===== config.mk =====
export PLATFORM = sky130hd
export DESIGN_NAME = gpr_wb_arbiter
export DESIGN_NICKNAME = d
export VERILOG_FILES = /design/src/rtl/gpr_wb_arbiter.sv
export SDC_FILE = /design/constraint.sdc
export NUM_CORES = 1
export LEC_CHECK = 0
export CAP_MARGIN = 10
export CORE_UTILIZATION = 31
export CTS_CLUSTER_SIZE = 40
export DETAILED_ROUTE_END_ITERATION = 8
export HOLD_SLACK_MARGIN = 0.08
export PLACE_DENSITY = 0.8
export SYNTH_ARGS = -nofsm -noshare
export SYNTH_HDL_FRONTEND = slang
export SYNTH_SLANG_ARGS = --single-unit

===== constraint.sdc =====
create_clock -name CLK -period 1.3 [get_ports CLK]
set_input_delay 0.13 -clock CLK [delete_from_list [all_inputs] [get_ports CLK]]
set_output_delay 0.13 -clock CLK [all_outputs]
set_load 0.01 [all_outputs]

===== src/rtl/gpr_wb_arbiter.sv =====
// Round-robin arbiter that shares the single GPR write port among NREQ writeback sources.
// The winning write is registered on CLK posedge so the port is stable at the GPR negedge write.
module gpr_wb_arbiter #(
  parameter int unsigned NREQ    = 2,
  parameter bit          DROP_R0 = 1'b1
) (
  input  logic                 CLK,
  input  logic                 RSTn,
  input  logic                 hold,
  input  logic [NREQ-1:0]      req_valid,
  input  logic [NREQ*5-1:0]    req_reg,
  input  logic [NREQ*32-1:0]   req_data,
  output logic [NREQ-1:0]      req_ready,
  output logic                 GPRWr,
  output logic [4:0]           W_Reg,
  output logic [31:0]          W_data,
  output logic                 conflict
);

  localparam int unsigned PtrW = $clog2(NREQ);
  typedef logic [PtrW-1:0] ptr_t;

  if (NREQ < 2 || NREQ > 4) begin : gen_nreq_check
    $error("gpr_wb_arbiter: NREQ must be in 2..4");
  end

  logic [4:0]  reg_arr  [NREQ];
  logic [31:0] data_arr [NREQ];

  for (genvar i = 0; i < NREQ; i++) begin : gen_unpack
    assign reg_arr[i]  = req_reg[5*i +: 5];
    assign data_arr[i] = req_data[32*i +: 32];
  end

  ptr_t            rr_ptr_q, rr_ptr_d;
  ptr_t            gnt_idx;
  logic            gnt_found;
  logic [NREQ-1:0] gnt;
  logic            wr_en;
  logic            multi_valid;

  // Rotating-priority search starting at rr_ptr_q; reset and hold both suppress the grant.
  always_comb begin
    int unsigned cand;
    ptr_t        cand_p;
    gnt       = '0;
    gnt_found = 1'b0;
    gnt_idx   = rr_ptr_q;
    cand      = 0;
    cand_p    = '0;
    for (int unsigned k = 0; k < NREQ; k++) begin
      cand = 32'(rr_ptr_q) + k;
      if (cand >= NREQ) begin
        cand = cand - NREQ;
      end
      cand_p = ptr_t'(cand);
      if (!gnt_found && req_valid[cand_p]) begin
        gnt_found = 1'b1;
        gnt_idx   = cand_p;
      end
    end
    if (hold || !RSTn) begin
      gnt_found = 1'b0;
    end
    if (gnt_found) begin
      gnt[gnt_idx] = 1'b1;
    end
  end

  assign req_ready = gnt;

  always_comb begin
    rr_ptr_d = rr_ptr_q;
    if (gnt_found) begin
      rr_ptr_d = (gnt_idx == ptr_t'(NREQ - 1)) ? '0 : gnt_idx + 1'b1;
    end
  end

  // Writes to r0 still complete the handshake but never reach the register file.
  assign wr_en       = !(DROP_R0 && (reg_arr[gnt_idx] == 5'd0));
  assign multi_valid = ($countones(req_valid) > 1);

  always_ff @(posedge CLK or negedge RSTn) begin
    if (!RSTn) begin
      GPRWr    <= 1'b0;
      W_Reg    <= 5'd0;
      W_data   <= 32'd0;
      conflict <= 1'b0;
      rr_ptr_q <= '0;
    end else begin
      conflict <= multi_valid && !hold;
      rr_ptr_q <= rr_ptr_d;
      if (gnt_found) begin
        GPRWr  <= wr_en;
        W_Reg  <= reg_arr[gnt_idx];
        W_data <= data_arr[gnt_idx];
      end else begin
        GPRWr  <= 1'b0;
      end
    end
  end

endmodule

==> results.yml <==
outcome:
  status: "finished, violations left"
  violations: "negative setup slack"
final_layout:
  area_growth_pct: 91.47
  final_common_cell: "clkdlybuf4s50_1"
  fill_cells: 449
  final_cell_mix: "clkdlybuf4s50_1 (75), dfrtp_1 (40), dlygate4sd2_1 (39)"
  fin_nets: 362
  finalNonFillerCells: 353
  drive_gt1_share_pct: 15.90
  antenna_cells: 0
  ff_latch_area_mm2: 0.001001
  multi_input_comb_area_um2: 606.8
route:
  first_iter_violations: 162
  routed_wl_mm: 5.562
  first_pass_iters: 8
  vias: 1769
  wl_per_cell_um: 15.76
  vias_per_cell: 5.011
  drc: 0
  antenna_left: 0
global_routing:
  grt_pass1_wl_mm: 8.769
  grt_antenna_before_repair: 0
  grtUsageTotal_pct: 19.18
  grt_pass1_vias: 1846
  grt.overflow.total: 0
  grt_max_degree: 41
setup_path:
  worstReg2RegStart: "rr_ptr_q$_DFFE_PN0P_"
  required_ps: 1450
  rr_endpoint: "GPRWr$_DFF_PN0_"
  reg2reg_slack_ps: -90
  endpoint_kind: "flop"
  crit_path_start: "rr_ptr_q$_DFFE_PN0P_"
  critPathLaunchType: "flop"
  cp.arrival_ps: 1530
  reg2regPathDepth: 5
  critPathMaxFanout: 4
  critical_path.endpoint: "GPRWr$_DFF_PN0_"
  critical_path_class: "flop to flop"
sta:
  postLayoutSetupSlackWorst_ps: -86.14
  fin_skew_ps: 3.760
  final_hold_viol_count: 0
  fin_crit_sh_pct: 106.6
  clock.fmax_mhz: 721.4
  maxSlewViolCount: 0
  fin_setup_tns_ps: -1023
  setup_violations: 35
  rsz0062_at_grt: "yes"
  fin_crit_ps: 1386
  worst_pin_slew_ps: 507.8
  timing.slew.headroom_pct: 66.14
die:
  die_area_mm2: 0.005839
  core-area_mm2: 0.005205
  start_util_pct: 32.98
  rows: 26
  die-width_um: 76.42
  die_h_um: 76.42
  ioPinCount: 120
clocking:
  cts_buffers: 5
  cts_max_level: 2
  cts-root-buf: "clkbuf_8"
  cts.sink_count: 40
  clkLatencyLatePin_ps: 280
  cts_tree: "built"
  clk_pin_slew_worst_paths_ps: 70
  clk_path_buf_depth: 2
power:
  p_per_area_mw_per_mm2: 1081
  ir_drop_uv: 611.4
  p_leak_nw: 1.637
logic_synthesis:
  synthMuxAreaShare_pct: 1.749
  yosysSeqAreaShare_pct: 58.31
  yosysWarnings: 0
  synthesis.area_mm2: 0.001717
  synth_cell_types: 24
  synth-simple-area-share_pct: 4.373
  syn_nets: 227
  synth_fa_ha_area_share_pct: 0
  ys_ff_latch: 40
  synth_top_family_by_area: "compound AO/OA/AOI/OAI gates"
  synth-xor-area-share_pct: 0
  syn_area_per_cell_um2: 11.60
  netlist_instances: 148
  synth_compound_area_share_pct: 23.98
placed_design:
  portBuffers: 119
  dp_hpwl_mm: 4.018
  gp_congestion: 0.6990
  dp.cells: 343
run:
  max_cap_viol_count: 0
min_path:
  hold_class: "primary input to flop"
[through the flow]
stage / util, % / hold slack, ps / total power, W / area (um2) / worst slack (ps)
floorplan: - / -165.6 / 0.002056 / 1745 / -53.35
global placement: 59.23 / 258.1 / 0.002866 / 3083 / -533.8
detailed placement: 59.23 / 275.6 / 0.002901 / 3083 / -571.8
CTS: 61.23 / 295.2 / 0.003561 / 3187 / -89.22
global route: 63.15 / 369.8 / 0.003781 / 3287 / -173.9
finish: 63.15 / 335.1 / 0.003552 / 3287 / -86.14
[where the power goes]
group	total [W]	internal [W]	switching, W	leakage [nW]
combinational	0.00120	0.000703	0.000501	1.10
sequential	0.00158	0.00147	0.000117	0.499
clock	0.000763	0.000365	0.000398	0.0410
total	0.00355	0.00254	0.00102	1.64
[registers in the layout, summed over array words and instances (netlist names)]
| register | count |
|---|---|
| rr_ptr_q | 1 |
| W_Reg | 5 |
| W_data | 32 |
| conflict | 1 |
| GPRWr | 1 |
[critical path: stages (launching register included)]
cell and delay [ps]:
dfrtp_1 420, buf_4 170, or2_4 250, a21oi_4 130
o22a_1 160, a41oi_1 120
[synthesized netlist by cell type]
| cell | number | area [um2] |
|---|---|---|
| a21bo_2 | 1 | 10.01 |
| a21boi_2 | 1 | 11.26 |
| a21o_1 | 1 | 7.510 |
| a21oi_1 | 2 | 10.01 |
| a222oi_1 | 32 | 320.3 |
| a41oi_1 | 1 | 8.760 |
| and2_1 | 1 | 6.260 |
| and3_1 | 1 | 6.260 |
| buf_2 | 3 | 15.01 |
| buf_6 | 4 | 45.04 |
| clkbuf_1 | 5 | 18.77 |
| dfrtp_1 | 40 | 1001 |
| inv_1 | 32 | 120.1 |
| mux2i_1 | 3 | 30.03 |
| nand2_1 | 6 | 22.52 |
| nand2b_1 | 1 | 6.260 |
| nor2_1 | 3 | 11.26 |
| nor2b_1 | 1 | 6.260 |
| nor3_1 | 2 | 10.01 |
| o21ai_0 | 3 | 15.01 |
| o21ai_1 | 1 | 5.000 |
| o22a_1 | 1 | 8.760 |
| o31ai_1 | 2 | 15.01 |
| or2_2 | 1 | 6.260 |
[per-layer routing]
layer | up-vias | wire length, um | track usage [%]
met5 | - | 0 | 0
met4 | 0 | 50 | 5.962
met3 | 4 | 433 | 5.629
met2 | 91 | 2859 | 34.14
met1 | 846 | 2218 | 21.98
li1 | 828 | - | -
[timing repair]
action | 4_1_cts | 5_1_grt
setup endpoints to repair | 78 | 42
pin swaps | 12 | 12
setup buffers | 1 | 0
hold buffers | 1 | 1
hold endpoints to repair | 40 | 1
gates resized for setup | 68 | 16
gates cloned | 0 | 1
[worst min-delay path by stage]
stage,from,to,slack (ps),depth (start not counted)
after detailed placement,RSTn,W_Reg[2]$_DFFE_PN0P_,280,2
after CTS,req_valid[0],conflict$_DFF_PN0_,300,3
after floorplan,RSTn,GPRWr$_DFF_PN0_,-170,0
final,req_valid[0],conflict$_DFF_PN0_,340,3
after global routing,req_valid[0],conflict$_DFF_PN0_,370,3
after global placement,RSTn,W_data[1]$_DFFE_PN0P_,260,2
[cell families (layout without fill, tap and decap cells)]
family | after synthesis | after routing
flops | 40 | 40
compound gates | 45 | 45
mux | 3 | 3
simple gates | 16 | 16
buf+inv | 44 | 179
[final cells by class]
class	instances	share of cell area (%)
inverters	32	3.654
clock inverters	1	0.1523
flip-flops and latches	40	30.45
clock buffers	6	2.208
repair buffers	140	42.41
well taps	70	2.665
multi-input cells	64	18.46
No activity file was read; power rests on OpenSTA's default activity.
